===== config.mk =====
export PLATFORM = sky130hd
export DESIGN_NAME = dmem_arbiter
export DESIGN_NICKNAME = d
export VERILOG_FILES = /design/src/rtl/dmem_arb_pkg.sv /design/src/rtl/dmem_arb_rsp_pipe.sv /design/src/rtl/dmem_arbiter.sv
export SDC_FILE = /design/constraint.sdc
export NUM_CORES = 1
export LEC_CHECK = 0
export ABC_AREA = 0
export CORE_AREA = 2 2 126 128
export DETAILED_ROUTE_END_ITERATION = 7
export DIE_AREA = 0 0 128 130
export PLACE_DENSITY_LB_ADDON = 0.25
export SYNTH_ARGS = -nofsm -noshare
export SYNTH_HDL_FRONTEND = slang
export SYNTH_SLANG_ARGS = --single-unit

===== constraint.sdc =====
create_clock -name clk -period 5.6 [get_ports clk]
set_input_delay 1.12 -clock clk [delete_from_list [all_inputs] [get_ports clk]]
set_output_delay 1.12 -clock clk [all_outputs]
set_load 0.01 [all_outputs]

===== src/rtl/dmem_arb_pkg.sv =====
// Shared types and helpers for the two-port dmem arbiter.
package dmem_arb_pkg;

  localparam int N_REQ = 2;

  // One request as presented by a requester port.
  typedef struct packed {
    logic [3:0]  be;
    logic [31:0] addr;
    logic [31:0] wdata;
  } dmem_req_t;

  // Tag that travels alongside each read through the response pipe.
  typedef struct packed {
    logic valid;
    logic owner;
    logic err;
  } rsp_tag_t;

  // True when a byte address lies inside a dmem of depth_words 32-bit words.
  function automatic logic addr_in_range(input logic [31:0] addr,
                                         input int unsigned depth_words);
    return ({2'b00, addr} < (34'(depth_words) << 2));
  endfunction

endpackage


===== src/rtl/dmem_arb_rsp_pipe.sv =====
// Response tag delay line: one slot per issued read, so responses come back
// in issue order at a fixed latency, whether or not dmem was actually accessed.
module dmem_arb_rsp_pipe
  import dmem_arb_pkg::*;
#(
  parameter int DEPTH = 2
) (
  input  logic     clk,
  input  logic     rst_n,
  input  rsp_tag_t tag_in,
  output rsp_tag_t tag_out
);

  rsp_tag_t stage_q [DEPTH];
  rsp_tag_t stage_d [DEPTH];

  // Shift the tags one stage per cycle.
  always_comb begin
    stage_d[0] = tag_in;
    for (int i = 1; i < DEPTH; i++) begin
      stage_d[i] = stage_q[i-1];
    end
  end

  // Reset drops every in-flight read so nothing responds after reset.
  always_ff @(posedge clk or negedge rst_n) begin
    if (!rst_n) begin
      for (int i = 0; i < DEPTH; i++) begin
        stage_q[i] <= '0;
      end
    end else begin
      for (int i = 0; i < DEPTH; i++) begin
        stage_q[i] <= stage_d[i];
      end
    end
  end

  assign tag_out = stage_q[DEPTH-1];

endmodule


===== src/rtl/dmem_arbiter.sv =====
// Two-port dmem arbiter: port 0 (LSU) has fixed priority, port 1 (DMA) is
// protected from starvation by a bounded run counter. Requests are range and
// alignment checked before they reach dmem; reads return in order.
module dmem_arbiter
  import dmem_arb_pkg::*;
#(
  parameter int DEPTH_WORDS  = 256,
  parameter int RD_LAT       = 1,
  parameter int STARVE_LIMIT = 4
) (
  input  logic             clk,
  input  logic             rst_n,
  input  logic [1:0]       req_valid,
  output logic [1:0]       req_ready,
  input  logic [1:0][3:0]  req_be,
  input  logic [1:0][31:0] req_addr,
  input  logic [1:0][31:0] req_wdata,
  output logic [1:0]       rsp_valid,
  output logic [31:0]      rsp_rdata,
  output logic             rsp_err,
  output logic [15:0]      err_cnt,
  output logic [31:0]      wr_addr,
  output logic [31:0]      wr_data,
  output logic [3:0]       wr_en,
  output logic [31:0]      rd_addr,
  input  logic [31:0]      rd_data
);

  localparam int SC_W = $clog2(STARVE_LIMIT + 1);
  localparam logic [SC_W-1:0] SC_MAX = SC_W'(STARVE_LIMIT);

  logic [SC_W-1:0] starve_cnt_q, starve_cnt_d;
  logic [3:0]      wr_en_q, wr_en_d;
  logic [31:0]     wr_addr_q, wr_addr_d;
  logic [31:0]     wr_data_q, wr_data_d;
  logic [31:0]     rd_addr_q, rd_addr_d;
  logic [15:0]     err_cnt_q, err_cnt_d;

  dmem_req_t sel_req;
  rsp_tag_t  tag_in, tag_out;
  logic      starved, gnt_any, is_read, in_range, aligned;
  logic      rd_ok, wr_ok, wr_bad;

  // Port 1 only overtakes port 0 once it has lost STARVE_LIMIT times in a row.
  assign starved = (starve_cnt_q == SC_MAX) && req_valid[1];

  // Grant: at most one port per cycle.
  always_comb begin
    req_ready = 2'b00;
    if (req_valid[0] && !starved) begin
      req_ready[0] = 1'b1;
    end else if (req_valid[1]) begin
      req_ready[1] = 1'b1;
    end
  end

  assign gnt_any = |req_ready;

  // Select the winning request and classify it.
  always_comb begin
    sel_req.be    = req_ready[1] ? req_be[1]    : req_be[0];
    sel_req.addr  = req_ready[1] ? req_addr[1]  : req_addr[0];
    sel_req.wdata = req_ready[1] ? req_wdata[1] : req_wdata[0];
    is_read  = (sel_req.be == 4'b0000);
    in_range = addr_in_range(sel_req.addr, DEPTH_WORDS);
    aligned  = (sel_req.addr[1:0] == 2'b00);
    rd_ok    = gnt_any && is_read && in_range && aligned;
    wr_ok    = gnt_any && !is_read && in_range;
    wr_bad   = gnt_any && !is_read && !in_range;
  end

  // Next-state for the starvation counter, dmem issue registers and err_cnt.
  always_comb begin
    starve_cnt_d = starve_cnt_q;
    if (!req_valid[1] || req_ready[1]) begin
      starve_cnt_d = '0;
    end else if (req_ready[0] && (starve_cnt_q != SC_MAX)) begin
      starve_cnt_d = starve_cnt_q + 1'b1;
    end

    wr_en_d   = wr_ok ? sel_req.be : 4'b0000;
    wr_addr_d = wr_ok ? {sel_req.addr[31:2], 2'b00} : wr_addr_q;
    wr_data_d = wr_ok ? sel_req.wdata : wr_data_q;
    rd_addr_d = rd_ok ? sel_req.addr : rd_addr_q;

    err_cnt_d = err_cnt_q;
    if (wr_bad && (err_cnt_q != 16'hFFFF)) begin
      err_cnt_d = err_cnt_q + 16'd1;
    end
  end

  // State and dmem-side registers; dmem sees a handshake one cycle later.
  always_ff @(posedge clk or negedge rst_n) begin
    if (!rst_n) begin
      starve_cnt_q <= '0;
      wr_en_q      <= '0;
      wr_addr_q    <= '0;
      wr_data_q    <= '0;
      rd_addr_q    <= '0;
      err_cnt_q    <= '0;
    end else begin
      starve_cnt_q <= starve_cnt_d;
      wr_en_q      <= wr_en_d;
      wr_addr_q    <= wr_addr_d;
      wr_data_q    <= wr_data_d;
      rd_addr_q    <= rd_addr_d;
      err_cnt_q    <= err_cnt_d;
    end
  end

  // Every granted read, good or bad, takes a slot so ordering is preserved.
  always_comb begin
    tag_in.valid = gnt_any && is_read;
    tag_in.owner = req_ready[1];
    tag_in.err   = !(in_range && aligned);
  end

  dmem_arb_rsp_pipe #(
    .DEPTH (RD_LAT + 1)
  ) u_rsp_pipe (
    .clk     (clk),
    .rst_n   (rst_n),
    .tag_in  (tag_in),
    .tag_out (tag_out)
  );

  // Route the response to its owner; errored reads return zero data.
  always_comb begin
    rsp_valid = 2'b00;
    if (tag_out.valid) begin
      rsp_valid[tag_out.owner] = 1'b1;
    end
    rsp_err   = tag_out.valid && tag_out.err;
    rsp_rdata = (tag_out.valid && !tag_out.err) ? rd_data : 32'h0;
  end

  assign wr_en   = wr_en_q;
  assign wr_addr = wr_addr_q;
  assign wr_data = wr_data_q;
  assign rd_addr = rd_addr_q;
  assign err_cnt = err_cnt_q;

endmodule


# Word level (Yosys, flattened, before mapping)
# Cells that the tools add are included.
# totals
ram_bits	0
in_bits	172
latchBits	0
register_bits	123
romBits	0
n_memories	0
wordCells	58
# classes
n_lt_le_gt_ge	3
n_mul	0
bitwise_logic	0
shift	0
mux	13
eq_ne	3
n_div	0
n_addsub	2
reduce_logical	25
# op_table
operator	count
two-way mux 32 bit	3
less-than comparator 32 x 11 -> 1 bit (second input constant)	1
adder 16 x 1 -> 16 bit (second input constant)	1
inequality test 16 bit (second input constant)	1
logical AND 1 bit	14
two-way mux 4 bit	2
logical NOT 1 bit	6
two-way mux 3 bit	2
logical NOT 4 bit	1
two-way mux 1 bit	4
adder 3 x 1 -> 3 bit (second input constant)	1
equality test 3 bit (second input constant)	1
inequality test 3 bit (second input constant)	1
logical NOT 2 bit	1
less-than comparator 1 x 2 -> 1 bit (second input constant)	1
two-way mux 2 bit	1
nonzero test 2 bit	1
OR reduction 2 bit	1
demux 1 bit (select 1 bit)	1
>= comparator 1 bit (second input constant)	1
logical OR 1 bit	1

# Logic depth before layout (Yosys ltp)
# Gate-level depths: netlist (run 1).
# depth
ltp_word	11
ltp_mapped	11
depth_no_buf	9

# Modules after synthesis
# From an unflattened synthesis (run 1), not the netlist that was laid out.
# unflattened
cells_unflattened	508
hier_area_um2	5308.8
# by_module_without_submodules
module	seq_area_each_um2	instances	area_per_inst_um2	cells_each
dmem_arbiter	2927.8	1	5158.7	502
dmem_arb_rsp_pipe	150.1	1	150.1	6

# Least setup slack after synthesis (run 1)
# Ideal clock, no wire load.
# synth_timing
path_type	input port to output port
startpoint	input port req_valid[1]
endpoint	output port req_ready[1]
stages	6
slack_ns	2.086
arrival_ns	2.394
required_time_ns	4.480
cell_sequence	clkbuf_1 nand2_2 inv_1 clkbuf_1 clkbuf_1 buf_4
# synth_lines
element	line	rtl
start: declaration	dmem_arbiter.sv:13	input logic [1:0] req_valid,
end: declaration	dmem_arbiter.sv:14	output logic [1:0] req_ready,

# Worst setup path after layout (run 1)
# layout_timing
startpoint	input port req_valid[0]
endpoint	output port req_ready[1]
# layout_via
elab_chain_cells	2
# layout_rtl
element	line	rtl
logical AND 1 bit	dmem_arbiter.sv:50	if (req_valid[0] && !starved) begin
two-way mux 1 bit	dmem_arbiter.sv:50	
# Every way passes these cells.

==> results.sh, run 1 <==
export IMPL_status="finished, final reports clean"
export IMPL_num_rows=46
export IMPL_finalSetupViolations=0
export IMPL_cts_resized=0
export IMPL_yosysMostFrequentCell="dfrtp_1"
export IMPL_path_buf_inv=3
export IMPL_cts_made_buffers=17
export IMPL_fin_setup_tns_ns=0
export IMPL_area_growth_synth_to_final_pct=74.24
export IMPL_finalHoldViolCount=0
export IMPL_grt_pass1_wl_um=25010
export IMPL_clock_sinks=123
export IMPL_drtPass1Iterations=4
export IMPL_leakage_nw=4.062
export IMPL_max_freq_ghz=0.2679
export IMPL_yosysWarningCount=0
export IMPL_synth_edff_count=0
export IMPL_clk_pin_slew_ns=0.05
export IMPL_skew_ns=0.007714
export IMPL_maxSlewHeadroom_pct=33.23
export IMPL_crit_path_end_kind="output port"
export IMPL_async_flop_share_pct=100.0
export IMPL_path_cells="clkdlybuf4s50_1 -> a21bo_2 -> nand2_2 -> inv_1 -> clkdlybuf4s50_1"
export IMPL_fill_cells=1293
export IMPL_num_io_pins=325
export IMPL_gp_congestion=0.8350
export IMPL_path_common_cell="clkdlybuf4s50_1"
export IMPL_synth_seq_area_share_pct=57.98
export IMPL_hold_class="register to register"
export IMPL_viasPerCell=4.732
export IMPL_drv_cap=0
export IMPL_grt_pass1_vias=4770
export IMPL_power_per_cell_area_nw_per_um2=251.4
export IMPL_grt_overflow_total=0
export IMPL_ctsRootBufferMaster="clkbuf_16"
export IMPL_clk_latency_ns=0.41
export IMPL_min_period_ns=3.732
export IMPL_layout_drive_gt1_share_pct=8.134
export IMPL_io_buffer_count=322
export IMPL_rsz0062_at_grt="false"
export IMPL_required_ns=4.48
export IMPL_fp_dieW_um=128
export IMPL_chipHeight_um=130
export IMPL_vias=4864
export IMPL_synth_main_ff_cell="dfrtp_1"
export IMPL_worst_pin_slew_ns=1.002
export IMPL_multiInputGateArea_um2=2061
export IMPL_coreArea_um2=15420
export IMPL_hpwlAfterDp_um=12680
export IMPL_antenna_found_initial=0
export IMPL_synth_common_cells="dfrtp_1 (123), nand2_1 (76), nor2_1 (50), and2_1 (38), a31oi_1 (34)"
export IMPL_synth_area_leaders="dfrtp_1 (58%), nand2_1 (5.4%), and2_1 (4.5%), a31oi_1 (4.0%), nor2_1 (3.5%)"
export IMPL_dr_first_iter_drc_count=254
export IMPL_slowest_stage="clkdlybuf4s50_1"
export IMPL_synth_top_area_share_pct=57.98
export IMPL_min_period_over_period_pct=66.65
export IMPL_initial_utilization_pct=34.42
export IMPL_synth_avg_cell_area_um2=10.45
export IMPL_cpLargestDelayFamily="buffers and inverters"
export IMPL_p_total_mw=2.325
export IMPL_yosys_area_top_type="dfrtp_1"
export IMPL_synth_seq_cells=123
export IMPL_cts_max_level=4
export IMPL_drt_total_wl_um=16630
export IMPL_wl_per_cell_um=16.18
export IMPL_ys_types=38
export IMPL_antenna_cells=0
export IMPL_crit_arrival_ns=2.61
export IMPL_syn_area_um2=5309
export IMPL_crit_path_start_kind="input pin"
export IMPL_drc=0
export IMPL_tritoncts="yes"
export IMPL_path_max_fanout=4
export IMPL_synth_cells=508
export IMPL_path_class="input pin to output port"
export IMPL_regArea_um2=3078
export IMPL_ant_nets=0
export IMPL_vdd_drop_max_mv=0.1381
export IMPL_cts_setup_buffers=0
export IMPL_grt_max_degree=101
export IMPL_critPathMaxStageDelay_ns=0.65
export IMPL_maxSlewViolCount=0
export IMPL_die_area_um2=16640
export IMPL_grt_total_usage_pct=19.60
export IMPL_fin_nets=998
export IMPL_cts_hold_buf=0
export IMPL_cts_max_path_buffers=2
[kinds of logic after synthesis]
| family | share of synthesized area, % |
|---|---|
| simple gates | 24.63 |
| flops | 57.98 |
| mux | 1.933 |
| compound gates | 8.791 |
| xor+xnor | 2.475 |
| fa+ha+maj | 0.7071 |
| other cells | 0.07064 |
| buf+inv | 3.417 |
[routing by layer]
layer	up-vias	global-route usage [%]	part of all wire, %
li1	2334	-	-
met1	2292	21.02	37
met2	212	36.08	53
met3	26	6.273	7.7
met4	0	7.563	2.1
met5	-	0	0
[report_power, final]
group          internal (mW)  switching, mW  leakage, nW
combinational          0.187          0.114         2.09
clock                  0.667          0.405        0.282
sequential             0.916         0.0353         1.69
[worst paths after layout]
path / from / end / slack (ns) / cells past startpoint
max: req_valid[0] / req_ready[1] / 1.87 / 5
min reg2reg: u_rsp_pipe.stage_d[1] / u_rsp_pipe.tag_out[1] / 0.35 / 0
min in group asynchronous: rst_n / wr_addr[25] / 0.83 / 1
max in group asynchronous: rst_n / wr_addr[16] / 3.57 / 2
max reg2reg: starve_cnt_q[0] / err_cnt[1] / 2.79 / 9
min: u_rsp_pipe.stage_d[1] / u_rsp_pipe.tag_out[1] / 0.35 / 0
[layout by cell type (no fill, tap or decap), types with 3 or more instances in the layout]
cell type and count:
clkdlybuf4s50_1 321, dfrtp_1 123, nand2_1 76, nor2_1 50
and2_1 38, a31oi_1 34, nor2b_1 24, and2_4 20
clkbuf_16 17, xnor2_1 11, nor4_1 10, nand4_1 9
o21ai_1 9, nand3_1 8, mux2i_1 8, a21oi_1 8
o31ai_1 8, and3_1 6, buf_4 5, inv_1 4
a21boi_0 4, xor2_1 4, clkinv_2 4, ha_1 3
clkinvlp_4 3, clkinv_4 3
[layout make-up]
cell class              instances  area share (%)
well taps                     192           2.597
clock buffers                  18           4.748
inverters                       4          0.1623
flip-flops and latches        123           33.27
repair buffers                327           35.36
clock inverters                14           1.583
multi-input cells             350           22.28
[through the flow]
stage	setup slack [ns]	std cells	hold WS, ns	util (%)	area, um2
after global routing	1.817	1028	0.3661	59.97	9250
after global placement	1.850	996	0.3338	56.17	8665
after CTS	1.859	1028	0.3476	59.97	9250
final	1.868	1028	0.3464	59.97	9250
after floorplan	2.086	509	0.3312	-	5313
after detailed placement	1.779	996	0.3347	56.17	8665
[sequential cells by signal, indices dropped and copies added, names as in the netlist]
| register | count |
|---|---|
| u_rsp_pipe.tag_out | 3 |
| wr_data | 32 |
| wr_en | 4 |
| starve_cnt_q | 3 |
| wr_addr | 30 |
| rd_addr | 32 |
| u_rsp_pipe.stage_d | 3 |
| err_cnt | 16 |
(Power assumes the default switching activity.)
==> run 2, diff against run 1 <==
--- a/config.mk
+++ b/config.mk
@@ -6,9 +6,9 @@
 export NUM_CORES = 1
 export LEC_CHECK = 0
 export ABC_AREA = 0
-export CORE_AREA = 2 2 126 128
+export CORE_MARGIN = 1
+export CORE_UTILIZATION = 34
 export DETAILED_ROUTE_END_ITERATION = 7
-export DIE_AREA = 0 0 128 130
 export PLACE_DENSITY_LB_ADDON = 0.25
 export SYNTH_ARGS = -nofsm -noshare
 export SYNTH_HDL_FRONTEND = slang
==> constraint.sdc (replaced) <==
create_clock -name clk -period 3.4 [get_ports clk]
set_input_delay 0.68 -clock clk [delete_from_list [all_inputs] [get_ports clk]]
set_output_delay 0.68 -clock clk [all_outputs]
set_load 0.01 [all_outputs]
==> run 2 against run 1 <==
Worst hold slack got worse by 0.0032 ns. Final area rose by 0.61%. Cell count rose by 0.29%. Clock skew fell by 0.0021 ns.
==> results.sh, run 2 (same netlist as run 1, synthesis figures left out) <==
export IMPL_cts_resized=0
export IMPL_grt_max_degree=86
export IMPL_tritoncts="yes"
export IMPL_grt_total_usage_pct=20.98
export IMPL_leakage_nw=4.103
export IMPL_drv_cap=0
export IMPL_slowest_stage="clkdlybuf4s50_1"
export IMPL_dp_cells=999
export IMPL_path_class="input pin to output port"
export IMPL_path_common_cell="clkdlybuf4s50_1"
export IMPL_cts_hold_buf=0
export IMPL_utilization_pct=61.22
export IMPL_min_period_over_period_pct=87.87
export IMPL_path_cells="clkdlybuf4s50_1 -> a21bo_2 -> nand2_2 -> inv_1 -> buf_4 -> clkdlybuf4s50_1"
export IMPL_cts_max_level=4
export IMPL_ctsRootBufferMaster="clkbuf_16"
export IMPL_path_buf_inv=4
export IMPL_drc=0
export IMPL_coreArea_um2=15200
export IMPL_hpwlAfterDp_um=13160
export IMPL_antenna_found_initial=0
export IMPL_initial_utilization_pct=34.92
export IMPL_clk_pin_slew_ns=0.05
export IMPL_drt_total_wl_um=17030
export IMPL_finalHoldViolCount=0
export IMPL_critPathMaxStageDelay_ns=0.58
export IMPL_ant_nets=0
export IMPL_maxSlewViolCount=0
export IMPL_chipHeight_um=127.0
export IMPL_fin_setup_tns_ns=0
export IMPL_rsz0062_at_grt="false"
export IMPL_antenna_cells=0
export IMPL_crit_path_end_kind="output port"
export IMPL_path_max_fanout=10
export IMPL_crit_arrival_ns=2.31
export IMPL_hold_class="input pin to asynchronous set/reset pin"
export IMPL_gp_congestion=0.8255
export IMPL_clock_sinks=123
export IMPL_status="finished, final reports clean"
export IMPL_hold_slack_ns=0.3432
export IMPL_min_period_ns=2.988
export IMPL_area_growth_synth_to_final_pct=75.30
export IMPL_num_rows=45
export IMPL_power_per_cell_area_nw_per_um2=416.3
export IMPL_maxSlewHeadroom_pct=49.75
export IMPL_vias=4991
export IMPL_wl_per_cell_um=16.51
export IMPL_cts_setup_buffers=0
export IMPL_layout_common_cells="clkdlybuf4s50_1 (321), dfrtp_1 (123), nand2_1 (76)"
export IMPL_cts_made_buffers=17
export IMPL_crit_path_start_kind="input pin"
export IMPL_drtPass1Iterations=4
export IMPL_grt_pass1_wl_um=25580
export IMPL_required_ns=2.72
export IMPL_cpLargestDelayFamily="buffers and inverters"
export IMPL_fin_nets=1005
export IMPL_io_buffer_count=322
export IMPL_vdd_drop_max_mv=0.3150
export IMPL_fill_cells=1242
export IMPL_p_total_mw=3.874
export IMPL_grt_pass1_vias=4898
export IMPL_skew_ns=0.005648
export IMPL_layout_commonest_cell="clkdlybuf4s50_1"
export IMPL_finalSetupViolations=0
export IMPL_layoutNonFillerInstCount=1031
export IMPL_die_area_um2=16120
export IMPL_num_io_pins=325
export IMPL_viasPerCell=4.841
export IMPL_dr_first_iter_drc_count=208
export IMPL_clk_latency_ns=0.41
export IMPL_layout_drive_gt1_share_pct=8.660
export IMPL_worst_pin_slew_ns=0.7523
export IMPL_cts_max_path_buffers=2
export IMPL_fp_dieW_um=127.0
export IMPL_grt_overflow_total=0
export IMPL_max_freq_ghz=0.3347
[run 2: cell types whose count changed in the layout (fill, tap and decap cells not counted), sizes merged]
cell | before | now
buf | 6 | 13
clkbuf | 18 | 20
inv | 6 | 4
bufinv | 2 | 3
clkinvlp | 3 | 2
[run 2: final cells by class]
cell class                      instances  area (um2)  area share [%]
Tap cell                              188       235.2           2.528
Clock buffer                           20       446.7           4.800
Clock inverter                         12       147.6           1.586
Multi-Input combinational cell        350        2061           22.14
Sequential cell                       123        3078           33.07
Inverter                                4       15.01          0.1613
Timing Repair Buffer                  334        3323           35.71
[run 2: final timing paths]
path,from,to,slack (ns),cells past startpoint
min in group clk,u_rsp_pipe.stage_d[0],u_rsp_pipe.tag_out[0],0.34,0
setup / recovery,req_valid[0],req_ready[1],0.41,6
hold reg to reg,u_rsp_pipe.stage_d[0],u_rsp_pipe.tag_out[0],0.34,0
max in group asynchronous,rst_n,rd_addr[1],2.18,2
setup reg to reg,starve_cnt_q[0],err_cnt[1],0.84,8
hold / removal,rst_n,rd_addr[8],0.34,1
[run 2: per-stage QoR]
step | setup WS (ns) | instance area [um2]
after floorplan | 0.6733 | 5313
after global placement | 0.2015 | 8712
after detailed placement | 0.1895 | 8712
after CTS | 0.4107 | 9306
after global routing | 0.3672 | 9306
final | 0.4124 | 9306
[run 2: power by group]
| group | switching (mW) | internal (mW) |
|---|---|---|
| Clock | 0.635 | 1.17 |
| Combinational | 0.189 | 0.313 |
| Sequential | 0.0623 | 1.51 |
[run 2: metal layers]
metal / GRT usage [%] / vias to the layer above / part of all wire (%)
met1: 22.19 / 2383 / 37
met4: 10.50 / 0 / 3.1
li1: - / 2350 / -
met5: 0 / - / 0
met2: 38.30 / 225 / 53
met3: 5.694 / 33 / 7.2
